File: src/rtl/frame_buf_mgr.sv
// Multi-channel frame-buffer slot manager: picks the SDRAM write and read slots for
// each channel so the writer never targets the slot that the reader is scanning.
module frame_buf_mgr #(
  parameter int NUM_CH    = 2,
  parameter int NUM_BUF   = 3,
  parameter int FRAME_LEN = 307200,
  parameter int ADDR_W    = 24,
  parameter int BASE_ADDR = 0
) (
  input  logic                     clk,
  input  logic                     rst,
  input  logic [NUM_CH-1:0]        wr_finish,
  input  logic [NUM_CH-1:0]        rd_finish,
  output logic [NUM_CH*ADDR_W-1:0] wr_addr,
  output logic [NUM_CH*ADDR_W-1:0] wr_max_addr,
  output logic [NUM_CH*ADDR_W-1:0] rd_addr,
  output logic [NUM_CH*ADDR_W-1:0] rd_max_addr,
  output logic [NUM_CH-1:0]        rd_valid,
  output logic [NUM_CH-1:0]        tear,
  output logic [NUM_CH*8-1:0]      drop_cnt
);

  typedef logic [1:0] idx_t;

  localparam idx_t   LAST_IDX = idx_t'(NUM_BUF - 1);
  localparam longint END_ADDR = longint'(BASE_ADDR) +
                                longint'(NUM_CH) * longint'(NUM_BUF) * longint'(FRAME_LEN);

  if (NUM_BUF < 2 || NUM_BUF > 4) begin : g_bad_num_buf
    $error("frame_buf_mgr: NUM_BUF must be in 2..4");
  end
  if (NUM_CH < 1 || NUM_CH > 4) begin : g_bad_num_ch
    $error("frame_buf_mgr: NUM_CH must be in 1..4");
  end
  if (END_ADDR > (longint'(1) << ADDR_W)) begin : g_addr_overflow
    $error("frame_buf_mgr: frame slots do not fit in ADDR_W address space");
  end

  // Only ever called with elaboration constants, so each table entry folds to a constant.
  function automatic logic [ADDR_W-1:0] slot_base(input int ch, input int idx);
    longint a;
    a = longint'(BASE_ADDR) +
        (longint'(ch) * longint'(NUM_BUF) + longint'(idx)) * longint'(FRAME_LEN);
    return ADDR_W'(a);
  endfunction

  // Lowest slot that is neither being read nor holding the latest complete frame.
  // With two slots there is no free one, so the writer takes whichever is not latest.
  function automatic idx_t next_write(input idx_t r, input idx_t l);
    idx_t w;
    w = '0;
    if (NUM_BUF == 2) begin
      w = {1'b0, ~l[0]};
    end else begin
      for (int i = NUM_BUF - 1; i >= 0; i--) begin
        if (idx_t'(i) != r && idx_t'(i) != l) w = idx_t'(i);
      end
    end
    return w;
  endfunction

  for (genvar c = 0; c < NUM_CH; c++) begin : g_ch
    logic [ADDR_W-1:0] start_tbl [4];
    logic [ADDR_W-1:0] end_tbl   [4];

    for (genvar k = 0; k < 4; k++) begin : g_tbl
      assign start_tbl[k] = slot_base(c, k);
      assign end_tbl[k]   = slot_base(c, k + 1);
    end

    idx_t              w_q, l_q, r_q, w_d, l_d, r_d;
    logic              nf_q, v_q, tear_q, nf_d, v_d, tear_d;
    logic [7:0]        drop_q, drop_d;
    logic [ADDR_W-1:0] wa_q, wm_q, ra_q, rm_q;

    always_comb begin
      // NOTE: every variable gets its hold value first so no path leaves it unassigned,
      // which would otherwise infer a latch.
      w_d    = w_q;
      l_d    = l_q;
      r_d    = r_q;
      nf_d   = nf_q;
      v_d    = v_q;
      drop_d = drop_q;
      tear_d = 1'b0;

      case ({wr_finish[c], rd_finish[c]})
        2'b10: begin
          l_d  = w_q;
          nf_d = 1'b1;
          if (nf_q && drop_q != 8'hFF) drop_d = drop_q + 8'd1;
        end
        2'b01: begin
          if (nf_q) begin
            r_d  = l_q;
            nf_d = 1'b0;
            v_d  = 1'b1;
          end
        end
        2'b11: begin
          // Reader takes the frame that just completed; nothing is lost.
          r_d  = w_q;
          l_d  = w_q;
          nf_d = 1'b0;
          v_d  = 1'b1;
        end
        default: ;
      endcase

      if (wr_finish[c]) begin
        w_d = next_write(r_d, l_d);
        if (NUM_BUF == 2 && w_d == r_d) tear_d = 1'b1;
      end
    end

    always_ff @(posedge clk) begin
      // NOTE: non-blocking assignments so every register samples pre-edge values,
      // independent of statement order.
      if (rst) begin
        w_q    <= '0;
        l_q    <= '0;
        r_q    <= LAST_IDX;
        nf_q   <= 1'b0;
        v_q    <= 1'b0;
        tear_q <= 1'b0;
        drop_q <= '0;
        wa_q   <= start_tbl[0];
        wm_q   <= end_tbl[0];
        ra_q   <= start_tbl[LAST_IDX];
        rm_q   <= end_tbl[LAST_IDX];
      end else begin
        w_q    <= w_d;
        l_q    <= l_d;
        r_q    <= r_d;
        nf_q   <= nf_d;
        v_q    <= v_d;
        tear_q <= tear_d;
        drop_q <= drop_d;
        wa_q   <= start_tbl[w_d];
        wm_q   <= end_tbl[w_d];
        ra_q   <= start_tbl[r_d];
        rm_q   <= end_tbl[r_d];
      end
    end

    assign wr_addr[c*ADDR_W +: ADDR_W]     = wa_q;
    assign wr_max_addr[c*ADDR_W +: ADDR_W] = wm_q;
    assign rd_addr[c*ADDR_W +: ADDR_W]     = ra_q;
    assign rd_max_addr[c*ADDR_W +: ADDR_W] = rm_q;
    assign rd_valid[c]                     = v_q;
    assign tear[c]                         = tear_q;
    assign drop_cnt[c*8 +: 8]              = drop_q;
  end

endmodule

File: config.mk
export PLATFORM = sky130hd
export DESIGN_NAME = frame_buf_mgr
export DESIGN_NICKNAME = d
export VERILOG_FILES = /design/src/rtl/frame_buf_mgr.sv
export SDC_FILE = /design/constraint.sdc
export NUM_CORES = 1
export LEC_CHECK = 0
export ABC_AREA = 1
export BUFFER_PORTS_ARGS = -buffer_cell sky130_fd_sc_hd__buf_2
export CORE_ASPECT_RATIO = 2
export CORE_MARGIN = 2
export CORE_UTILIZATION = 37
export CTS_CLUSTER_DIAMETER = 150
export DETAILED_ROUTE_END_ITERATION = 6
export HOLD_SLACK_MARGIN = 0.05
export PLACE_DENSITY = 0.78
export SLEW_MARGIN = 10
export SYNTH_ARGS = -nofsm -noshare
export SYNTH_HDL_FRONTEND = slang
export SYNTH_SLANG_ARGS = --single-unit
File: constraint.sdc
create_clock -name clk -period 4.1 [get_ports clk]
set_input_delay 0 -clock clk [delete_from_list [all_inputs] [get_ports clk]]
set_output_delay 0 -clock clk [all_outputs]
set_load 0.02 [all_outputs]
==> impl_metrics.ini, run 1 <==
[synthesis]
syn-mean-instance-area_um2 = 7.80
ys_top_cells_by_area = dfxtp_1 34%, buf_4 28%, nand2_1 9.3%
syn_area_um2 = 4060
ys.warnings.count = 0
yosysSeqAreaShare_pct = 33.6
synthCells = 520
synth_seq_cells = 68
ys_types = 34
synth_top_area_share_pct = 33.6
yosysTopAreaCell = dfxtp_1

[critical_path]
r2r_slack_ns = 1.88
cp.arrival_ns = 2.41
worstPathMaxFanout = 6
reg2reg_from = g_ch[1].nf_q
critical_path_required_ns = 4.28
worst-path-buf-inv = 4
crit_cells = 12
end_kind = register
critPathMostFrequentCell = inv_1
cp_cell_sequence = o21ai_1 -> inv_1 -> o21ai_1 -> inv_1 -> ha_1 -> a21oi_1 -> nand3_1 -> nand2_1 -> inv_1 -> ha_1 -> inv_1 -> nor2_1
r2r-end = g_ch[1].wa_q[16]
startpoint_type = register
crit_slowest_cell = dfxtp_1
slowest_delay_ns = 0.32
ff2ff_path_depth = 12
cp_top_family = compound AO/OA/AOI/OAI gates
worstSetupPathType = reg2reg

[placement]
place_congestion = 0.796
hpwl_um = 5690
io_buffers = 95
dp.cells = 716
place_area_um2 = 3970
post-place-ws_ns = 1.89

[clock_tree]
postCtsHoldBufs = 3
postCtsSetupBuffers = 0
cts_tree = built
h-tree-depth = 3
cts_sinks = 68
ctsResizeCount = 0
cts.path.max_buffers = 2
insertion_delay_ns = 0.33
cts_root_buffer = clkbuf_16
numCtsBuffers = 9
clk_pin_slew_worst_paths_ns = 0.06

[hold_path]
whs_endpoint = g_ch[1].w_q[0]
hp-start = wr_finish[1]
timing.hold.worst.class = in2reg
whs_path_depth = 3

[detailed_routing]
vias = 2943
dr.max_layer_used = met4
first_pass_iters = 5
antenna_left = 0
wl_met1_um = 2600
wl_um = 7360
wl_per_cell_um = 10.0
routed_via_density = 4.00
drtIter0Drc = 78
remaining_drc_errors = 0
wl_met2_um = 3850
wl_met3_um = 710

[global_route]
grt_pass1_wl_um = 11800
antenna_found_initial = 0
grt_overflow = 0
grt_pass1_vias = 2552
track_usage_pct = 12.7
grt_max_degree = 40

[timing]
finClkSkew_ns = 0.00561
finalSetupViolCount = 0
hold_viol = 0
drv_slew = 0
setup_ws_ns = 1.88
hold_slack_ns = 0.0809
final.period_utilization_pct = 54.2
clock.fmax_mhz = 450
rsz0062_at_grt = false
slew_headroom_pct = 42.6
setup-tns-final_ns = 0
worst_slew_pin_slew_ns = 0.862
finalCriticalPeriod_ns = 2.22

[power]
p_leak_nw = 2.31
power.total_mw = 1.82
power.density_nw_per_um2 = 425
ir_worst_vdd_uv = 200

[floorplanning]
ios = 218
fp.coreArea_um2 = 10800
die-area_um2 = 11900
die_x_um = 78.0
initial_core_util_pct = 37.5
die-height_um = 152
rows = 54

[finish]
drive_above_1_share_pct = 23.2
final_cells = 735
nets = 619
n_antenna_cell = 0
fin_util_pct = 39.7
layout_commonest_cell = conb_1
area_growth_pct = 5.83
layout_common_cells = 122 x conb_1, 100 x nand2_1, 95 x buf_2
finish.instance_area_um2 = 4290

[run_status]
outcome = completed

[flow_run]
drv_cap = 0
## per-layer routing
layer | global-route usage [%] | up-vias
met5 | 0 | -
met2 | 23.3 | 187
met3 | 3.56 | 14
met4 | 6.77 | 0
li1 | - | 1436
met1 | 12.4 | 1306
## final cells by class
type                       count  area, um2
clock buffer                   9        225
tap                          140        175
inverter                      58        228
timing repair buffer          98        505
multi-input combinational    355       1730
fill                        1134       6520
clock inverter                 7       67.6
sequential                    68       1360
## cells by family (layout without fill, tap and decap cells)
family	Yosys count	count (layout)	share of synthesized area, %
xor+xnor	6	6	1.30
simple gates	174	174	18.5
buf+inv	218	172	35.0
other cells	1	122	0.0924
fa+ha+maj	23	23	7.09
flops	68	68	33.6
compound gates	30	30	4.47
## flip-flops by register name, summed over array words and instances (netlist names), named ones only
register	cells
g_ch.ra_q	13
g_ch.r_q	2
g_ch.w_q	2
g_ch.nf_q	2
g_ch.rm_q	7
g_ch.wm_q	6
g_ch.v_q	2
g_ch.wa_q	12
g_ch.l_q	4
g_ch.drop_q	16
## cell usage after synthesis (all sizes together)
cell type  number
buf           156
nand2         109
dfxtp          68
inv            57
nor2           46
ha             23
a21oi          18
nand3          12
o21ai           6
clkbuf          4
xor2            4
nor3            3
a31oi           2
nand3b          2
nand4           2
o211ai          2
xnor2           2
a211oi          1
clkinv          1
conb            1
o21a            1
## worst register-to-register path, cell delays in order (launching register included)
cell,delay (ns)
dfxtp_1,0.32
o21ai_1,0.13
inv_1,0.10
o21ai_1,0.31
inv_1,0.16
ha_1,0.24
a21oi_1,0.12
nand3_1,0.10
nand2_1,0.20
inv_1,0.12
ha_1,0.20
inv_1,0.06
nor2_1,0.04
## worst max path at each step
stage	from	to	slack (ns)
floorplan	g_ch[1].w_q[0]	g_ch[1].wa_q[14]	2.09
global placement	g_ch[1].nf_q	g_ch[1].wa_q[16]	1.98
detailed placement	g_ch[1].nf_q	g_ch[1].wa_q[16]	1.89
CTS	g_ch[1].nf_q	g_ch[1].wa_q[16]	1.85
global route	g_ch[1].nf_q	g_ch[1].wa_q[16]	1.64
finish	g_ch[1].nf_q	g_ch[1].wa_q[16]	1.88
## power breakdown
| group | internal (mW) | total [mW] | leakage [nW] | switching [mW] |
|---|---|---|---|---|
| clock | 0.466 | 0.751 | 0.137 | 0.284 |
| combinational | 0.0775 | 0.354 | 1.62 | 0.277 |
| sequential | 0.700 | 0.719 | 0.557 | 0.0195 |
| total | 1.24 | 1.82 | 2.31 | 0.580 |
Note: power is estimated with default switching activity, not from simulation.
==> inputs of run 2 (changes only) <==
--- a/config.mk
+++ b/config.mk
@@ -5,7 +5,7 @@
 export SDC_FILE = /design/constraint.sdc
 export NUM_CORES = 1
 export LEC_CHECK = 0
-export ABC_AREA = 1
+export ABC_AREA = 0
 export BUFFER_PORTS_ARGS = -buffer_cell sky130_fd_sc_hd__buf_2
 export CORE_ASPECT_RATIO = 2
 export CORE_MARGIN = 2
@@ -13,7 +13,7 @@
 export CTS_CLUSTER_DIAMETER = 150
 export DETAILED_ROUTE_END_ITERATION = 6
 export HOLD_SLACK_MARGIN = 0.05
-export PLACE_DENSITY = 0.78
+export PLACE_DENSITY = 0.79
 export SLEW_MARGIN = 10
 export SYNTH_ARGS = -nofsm -noshare
 export SYNTH_HDL_FRONTEND = slang
==> constraint.sdc (replaced) <==
create_clock -name clk -period 2.25 [get_ports clk]
set_input_delay 0 -clock clk [delete_from_list [all_inputs] [get_ports clk]]
set_output_delay 0 -clock clk [all_outputs]
set_load 0.02 [all_outputs]
==> impl_metrics.ini, run 2 <==
[run_status]
outcome = completed

[clock_tree]
clk_pin_slew_worst_paths_ns = 0.06
cts_tree = built
numCtsBuffers = 9
cts_root_buffer = clkbuf_16
cts_sinks = 68
h-tree-depth = 3
insertion_delay_ns = 0.33
cts.path.max_buffers = 2

[critical_path]
critical_path_required_ns = 2.47
startpoint_type = register
end_kind = register
slowest_delay_ns = 0.37
cp.arrival_ns = 2.41
worstSetupPathType = reg2reg
cp_cell_sequence = a31oi_1 -> o221ai_2 -> ha_1 -> nand4b_1 -> nand2_1 -> a21oi_2 -> inv_2 -> buf_6 -> ha_2 -> nor2b_1
worstPathMaxFanout = 5
crit_slowest_cell = dfxtp_2

[finish]
layout_commonest_cell = conb_1
drive_above_1_share_pct = 34.3
largest_reg_flops = 16
layout_common_cells = 122 x conb_1, 94 x buf_2, 63 x dfxtp_1
finish.instance_area_um2 = 4470
reg.largest.list = g_ch.drop_q (16), g_ch.ra_q (13), g_ch.wa_q (12)
area_growth_pct = 14.3
nets = 549
regMostFlops = g_ch.drop_q
n_antenna_cell = 0
fin_util_pct = 42.9

[detailed_routing]
wl_per_cell_um = 11.5
routed_via_density = 4.05
remaining_drc_errors = 0
antenna_left = 0
wl_um = 7600
first_pass_iters = 4
drtIter0Drc = 39
vias = 2684

[global_route]
use_met1_pct = 10.4
grt_use_met3_pct = 3.81
grt.busiest_layer = met2
grt_max_degree = 40
grt_pass1_vias = 2287
grt_pass1_wl_um = 11000
track_usage_pct = 12.6
grt_overflow = 0
grt_use_met2_pct = 25.8
antenna_found_initial = 0

[power]
pwr-share-comb_pct = 20.7
p_switching_mw = 1.06
power_frac_seq_pct = 37.8
internal-power_mw = 2.40
power.density_nw_per_um2 = 774
switching_share_pct = 30.7
clock_power_share_pct = 41.5
power.total_mw = 3.46
ir_worst_vdd_uv = 357
p_leak_nw = 2.30

[floorplanning]
fp.coreArea_um2 = 10400
die_x_um = 76.7
rows = 53
ios = 218
die-height_um = 149
die-area_um2 = 11500
initial_core_util_pct = 37.5

[synthesis]
synth-simple-area-share_pct = 14.0
synth_top_family_by_area = buffers and inverters
async_reset_ff_share_pct = 0
synth-adder-area-share_pct = 7.36
ys_types = 45
yosysTopAreaCell = dfxtp_1
synth_common_cells = 152 x buf_4, 68 x dfxtp_1, 35 x nor2_1, 23 x ha_1, 19 x inv_1
synth-xor-area-share_pct = 2.46
ys_top_cells_by_area = dfxtp_1 35%, buf_4 29%, ha_1 7.4%
synth_compound_area_share_pct = 6.59
synth_seq_cells = 68
yosys.cell_count.top_type = buf_4
synthCells = 429
ys.flop_type = dfxtp_1
syn_area_um2 = 3910
synth_top_area_share_pct = 34.8
synth_edf_count = 0
yosysSeqAreaShare_pct = 34.8
synthMuxAreaShare_pct = 2.34
syn-mean-instance-area_um2 = 9.11
ys.warnings.count = 0

[timing]
slew_headroom_pct = 54.2
hold_viol = 0
rsz0062_at_grt = true
hold_slack_ns = 0.0688
finalCriticalPeriod_ns = 2.19
worst_slew_pin_slew_ns = 0.687
drv_slew = 0
finClkSkew_ns = 0.00609
clock.fmax_mhz = 456
final.period_utilization_pct = 97.5
finalSetupViolCount = 0

[placement]
place_area_um2 = 3960
io_buffers = 95
hpwl_um = 5870
place_congestion = 0.764

[hold_path]
timing.hold.worst.class = in2reg

[flow_run]
drv_cap = 0
[run 2: worst max-delay path: cells and delay by family (launching register included)]
kind                       cells  cell delay (ns)
DFF                            1             0.37
and+or+nand+nor                3             0.33
adders and majority gates      2             0.44
AOI/OAI and AO/OA              3             0.72
buffers and inverters          2             0.22
[run 2: area by class of cell]
cell class	instances	area (um2)
fill	1050	5940
clock buffer	11	253
clock inverter	5	57.6
timing repair buffer	122	692
tap	137	171
multi-input combinational	300	1850
sequential	68	1370
inverter	19	71.3
[run 2: cells by family (layout without fill, tap and decap cells)]
family                   Yosys count  in the layout
AO/OA/AOI/OAI                     34             34
multiplexers                       9              9
adder cells (fa/ha/maj)           23             23
XOR/XNOR                          11             11
AND/OR/NAND/NOR                  101            101
flip-flops                        68             68
buffers and inverters            182            157
other                              1            122
[run 2: worst paths after layout]
path	start	end	slack [ns]	cells after the start
max reg2reg	g_ch[1].nf_q	g_ch[1].wm_q[21]	0.06	10
min	wr_finish[1]	g_ch[1].nf_q	0.07	3
min reg2reg	g_ch[1].v_q	g_ch[1].v_q	0.44	2
max	g_ch[1].nf_q	g_ch[1].wm_q[21]	0.06	10
[run 2: metrics by stage]
stage | TNS, ns | cells | setup slack, ns
4_1_cts | 0 | 656 | 0.000578
6_report | 0 | 662 | 0.0563
5_1_grt | -0.198 | 662 | -0.0705
3_3_place_gp | -0.171 | 636 | -0.0832
3_5_place_dp | -0.350 | 636 | -0.128
2_1_floorplan | -0.0395 | 550 | -0.0290
[run 2: what timing repair did]
action                     CTS  global route
setup endpoints to repair    4            13
pin swaps                    0             6
setup buffers                1             6
hold buffers                 3             0
hold endpoints to repair     4             0
gates resized for setup      2            27
[run 2: layer usage]
layer,up-vias,wire length [um]
met2,162,4390
met4,0,145
met5,-,0
li1,1276,-
met3,9,658
met1,1237,2400
[run 2: power by group through the flow]
| stage | combinational, mW | sequential, mW | clock (mW) |
|---|---|---|---|
| 2_1_floorplan | 0.613 | 1.41 | 0 |
| 3_3_place_gp | 0.657 | 1.33 | 0 |
| 3_5_place_dp | 0.666 | 1.33 | 0 |
| 4_1_cts | 0.674 | 1.31 | 1.48 |
| 5_1_grt | 0.774 | 1.31 | 1.53 |
| 6_report | 0.717 | 1.31 | 1.43 |
